`src/rtl/pe_pkg.sv`:
```
// Shared constants and helpers for the MSB-first priority encoder.
package pe_pkg;

  localparam int unsigned PE_WIDTH_DEFAULT = 8;

  // Index width for a w-input encoder; never below one bit.
  function automatic int unsigned pe_ow(input int unsigned w);
    return (w < 2) ? 1 : $clog2(w);
  endfunction

endpackage

```
`src/rtl/pe_comb.sv`:
```
// Combinational MSB-first priority scan; forced idle when disabled.
module pe_comb
  import pe_pkg::*;
#(
  parameter int unsigned WIDTH = PE_WIDTH_DEFAULT,
  parameter int unsigned OW    = pe_ow(WIDTH)
) (
  input  logic             EN,
  input  logic [WIDTH-1:0] I,
  output logic [OW-1:0]    idx_c,
  output logic             any_c
);

  // Ascending scan: the last set bit seen is the most significant one.
  // I is never examined while disabled, so unknown request bits cannot leak out.
  always_comb begin
    idx_c = '0;
    any_c = 1'b0;
    if (EN) begin
      for (int unsigned i = 0; i < WIDTH; i++) begin
        if (I[i]) begin
          idx_c = OW'(i);
          any_c = 1'b1;
        end
      end
    end
  end

endmodule

```
`src/rtl/pe_design.sv`:
```
// Registered priority encoder: one-cycle latency from EN/I to Y/V.
module pe_design
  import pe_pkg::*;
#(
  parameter int unsigned WIDTH = PE_WIDTH_DEFAULT,
  parameter int unsigned OW    = pe_ow(WIDTH)
) (
  input  logic             clk,
  input  logic             rst_n,
  input  logic             EN,
  input  logic [WIDTH-1:0] I,
  output logic [OW-1:0]    Y,
  output logic             V
);

  logic [OW-1:0] idx_c;
  logic          any_c;

  pe_comb #(
    .WIDTH (WIDTH),
    .OW    (OW)
  ) u_comb (
    .EN    (EN),
    .I     (I),
    .idx_c (idx_c),
    .any_c (any_c)
  );

  always_ff @(posedge clk or negedge rst_n) begin
    if (!rst_n) begin
      Y <= '0;
      V <= 1'b0;
    end else begin
      Y <= idx_c;
      V <= any_c;
    end
  end

endmodule

```
`config.mk`:
```
export PLATFORM = sky130hd
export DESIGN_NAME = pe_design
export DESIGN_NICKNAME = d
export VERILOG_FILES = /design/src/rtl/pe_pkg.sv /design/src/rtl/pe_comb.sv /design/src/rtl/pe_design.sv
export SDC_FILE = /design/constraint.sdc
export NUM_CORES = 1
export LEC_CHECK = 0
export ABC_AREA = 1
export CORE_AREA = 4 4 41 43
export CTS_BUF_LIST = sky130_fd_sc_hd__clkbuf_8
export CTS_CLUSTER_SIZE = 28
export DETAILED_ROUTE_END_ITERATION = 10
export DIE_AREA = 0 0 45 47
export PLACE_DENSITY_LB_ADDON = 0.15
export REMOVE_ABC_BUFFERS = 1
export SLEW_MARGIN = 20
export SYNTH_ARGS = -nofsm -noshare
export SYNTH_HDL_FRONTEND = slang
export SYNTH_HIERARCHICAL = 1
export SYNTH_SLANG_ARGS = --single-unit
```
`constraint.sdc`:
```
create_clock -name clk -period 0.8 [get_ports clk]
set_clock_uncertainty 0.1 [all_clocks]
set_input_delay 0.08 -clock clk [delete_from_list [all_inputs] [get_ports clk]]
set_output_delay 0.08 -clock clk [all_outputs]
set_load 0.01 [all_outputs]
```
==> Word level (Yosys, flattened, before mapping) <==
Cells that the tools add are included.
{ "word_totals": {"register_bits": 4, "in_bits": 11, "out_inout_bits": 4, "word_cells": 19} }
{ "classes": {"mux": 17} }
{ "ops": {"columns": ["op", "count"], "rows": [
  ["$mux 3", 5],
  ["$mux 1", 10],
  ["$mux 2", 2]
]} }

==> Logic depth before layout (Yosys ltp) <==
{ "logic_depth": {"depth_word": 9, "ltp_mapped": 7, "ltp_nobuf": 7} }

==> By module <==
The synthesis kept the hierarchy.
{ "modules_own_cells": {"columns": ["mod", "n_inst", "cells_per_inst", "area_per_inst_um2", "seq_area_each_um2"], "rows": [
  ["pe_design", 1, 4, 100.1, 100.1],
  ["pe_comb", 1, 20, 92.6, 0.0]
]} }

==> Worst setup path before layout <==
Ideal clock, no wire load.
{ "synth_path": {"path_kind": "input to register", "start": "in I[2]", "end": "reg Y[0]", "setup_time_ns": 0.073, "arrival_ns": 0.417, "required_ns": 0.627, "setup_slack_ns": 0.210, "stages": 7, "n_path_buf": 0, "cell_sequence": "inv_1 -> nand2_1 -> nand2_1 -> nand2_1 -> nand2_1 -> nand2_1 -> a21oi_2"} }
{ "synth_via": {"elab_chain_cells": 7} }
{ "synth_lines": {"columns": ["element", "line", "source"], "rows": [
  ["start, declared", "pe_design.sv:11", "input logic [WIDTH-1:0] I,"],
  ["$mux 2 (2 in a row)", "pe_comb.sv:21", "if (I[i]) begin"],
  ["$mux 3 (4 in a row)", "pe_comb.sv:21", null],
  ["$mux 3", "pe_comb.sv:19", "if (EN) begin"],
  ["named net idx_c[0]", "pe_design.sv:16", "logic [OW-1:0] idx_c;"],
  ["end signal, assigned", "pe_design.sv:34", "Y <= idx_c;"],
  ["end, declared", "pe_design.sv:12", "output logic [OW-1:0] Y,"]
]} }
The timed path passes the listed nets, and every way through them passes these cells.

==> Final worst setup path <==
{ "layout_path": {"start": "reg V", "end": "out V"} }
{ "layout_lines": {"columns": ["element", "line", "source"], "rows": [
  ["start, declared", "pe_design.sv:13", "output logic V"],
  ["start signal, assigned", "pe_design.sv:35", "V <= any_c;"]
]} }
No word-level cell between the ends.

==> metrics.yaml <==
slew_headroom_pct: 86.95
first_pass_iters: 1
grt_pass1_vias: 201
cp_top_family: "flip-flops"
max_stage_delay_ns: 0.34
clockBufferDepth: 2
row_count: 13
setup_viol: 4
yosysTopAreaCell: "dfrtp_1"
slew_viol_final: 0
p_sw_uw: 149.6
vdd_ir_drop_max_mv: 0.3444
antenna_found_initial: 0
critPathBufInv: 1
layout_common_cells: "dlygate4sd2_1, inv_1, nand2_1, dfrtp_1, buf_2"
switching_share_pct: 20.26
wl_met1_um: 191
utilization_pct: 29.33
power_frac_clock_pct: 56.2
cap_violations: 0
place_congestion: 0.7067
netlist_area_um2: 192.7
htreeDepth: 1
crit_type: "flip-flop to output pin"
grt_use_total_pct: 5.710
die-area_um2: 2115
dieHeight_um: 47
fmax_mhz: 1148
crit_path_cell_trace: "buf_2"
p_per_area_nw_per_um2: 1936
initial_utilization_pct: 14.81
syn_inst: 24
rsz0062_at_grt: "yes"
period_share_pct: 108.9
die_x_um: 45
cts_tree: "built"
status: "finished, violations left"
met2WireLength_um: 247
cts_root_buf: "clkbuf_8"
vias_per_cell: 3.536
required_ns: 0.62
routed_wl_um: 529
max_slew.worst_pin.slew_ns: 0.1947
grt-ovfl-total: 0
num_io_pins: 15
synth_top_area_share_pct: 51.95
setup_slack_ns: -0.07097
cts.sinks: 4
critPathCaptureType: "output pin"
internal_power_uw: 589.0
hold-worst-slack_ns: -0.03756
comb_power_share_pct: 14.2
vias: 198
seqPwrFrac_pct: 29.6
yosysUniqueCellTypes: 10
clk_pin_slew_ns: 0.03
met3WireLength_um: 90
top_layer_used: "met3"
dp_hpwl_um: 391.7
antenna_cells: 0
synth_area_per_cell_um2: 8.029
drc: 0
nets: 54
wl_per_cell_um: 9.446
start_kind: "flip-flop"
antenna_left: 0
cts_inserted_buffers: 3
ys_seq_elements: 4
fp.coreArea_um2: 1301
drive_gt1_share_pct: 29.27
ys_warn_count: 6
finalCriticalPeriod_ns: 0.8710
cpMaxStageDelayCell: "dfrtp_1"
p_leak_nw: 0.2081
io_buffers: 14
hold_violations: 4
synth_area_leaders: "dfrtp_1, inv_1, nand2_1"
violations: "hold timing, setup timing"
ys_seq_area_share_pct: 51.95
fin_tns_setup_ns: -0.2716
drt_iter0_markers: 0
cts_setup_buffers: 0
grt_pass1_wl_um: 759
hold_class: "input port to asynchronous set/reset pin"
grt_max_degree: 5
cp_max_fo: 1
cp.arrival_ns: 0.69
area_growth_pct: 98.05
[power groups by stage]
stage | clock network [mW] | registers [mW] | logic (mW)
2_1_floorplan | 0 | 0.229 | 0.0297
6_report | 0.415 | 0.218 | 0.105
3_5_place_dp | 0 | 0.221 | 0.124
5_1_grt | 0.443 | 0.220 | 0.117
3_3_place_gp | 0 | 0.221 | 0.123
4_1_cts | 0.429 | 0.218 | 0.106
[layout make-up]
class | count | area, um^2
clock buffers | 3 | 41.29
fillers | 152 | 919.6
inverters | 7 | 26.28
multi-input cells | 13 | 81.33
flip-flops and latches | 4 | 100.1
well taps | 15 | 18.77
repair buffers | 14 | 113.9
[sequential cells by signal, indices dropped and copies added, names as in the netlist]
name	count
V	1
Y	3
[kinds of logic after synthesis]
logic type | share of synthesized area, %
simple gates | 17.53
flops | 51.95
compound gates | 16.88
buf+inv | 13.64
[synthesized netlist by cell type]
library cell	n
nand2_1	5
nor2_1	1
dfrtp_1	4
o21ai_0	1
nor3_1	1
inv_1	7
nor2_2	1
a41oi_1	1
a21oi_2	1
a21oi_1	2
[final timing paths]
check,from,end,slack (ns),cells after the start
max,V,V,-0.07,1
min,rst_n,Y[2],-0.04,1
max in group asynchronous,rst_n,Y[1],0.48,1
min in group clk,I[0],V,0.12,3
[what timing repair did]
action | CTS | global route
cloned | 0 | 0
endpoints found under the setup margin | 8 | 5
gates resized for setup | 26 | 1
hold endpoints to repair | 4 | 4
pin swaps | 2 | 2
[per-stage QoR]
stage          power [mW]  hold slack [ns]  cell area (um^2)  worst slack, ns  cells
2_1_floorplan      0.2584          -0.3156             192.7           0.2104     24
3_3_place_gp       0.3434           0.1910             351.6          -0.3360     53
3_5_place_dp       0.3453           0.1902             351.6          -0.3468     53
4_1_cts            0.7538         -0.03683             379.1         -0.07876     56
5_1_grt            0.7809         -0.01754             381.6          -0.1036     56
6_report           0.7386         -0.03756             381.6         -0.07097     56
[routing by layer]
layer	vias up	track usage [%]
met4	0	5.263
met3	0	4.215
li1	107	-
met5	-	0
met1	79	4.368
met2	12	9.322
Power figures use the tool's default switching activity.
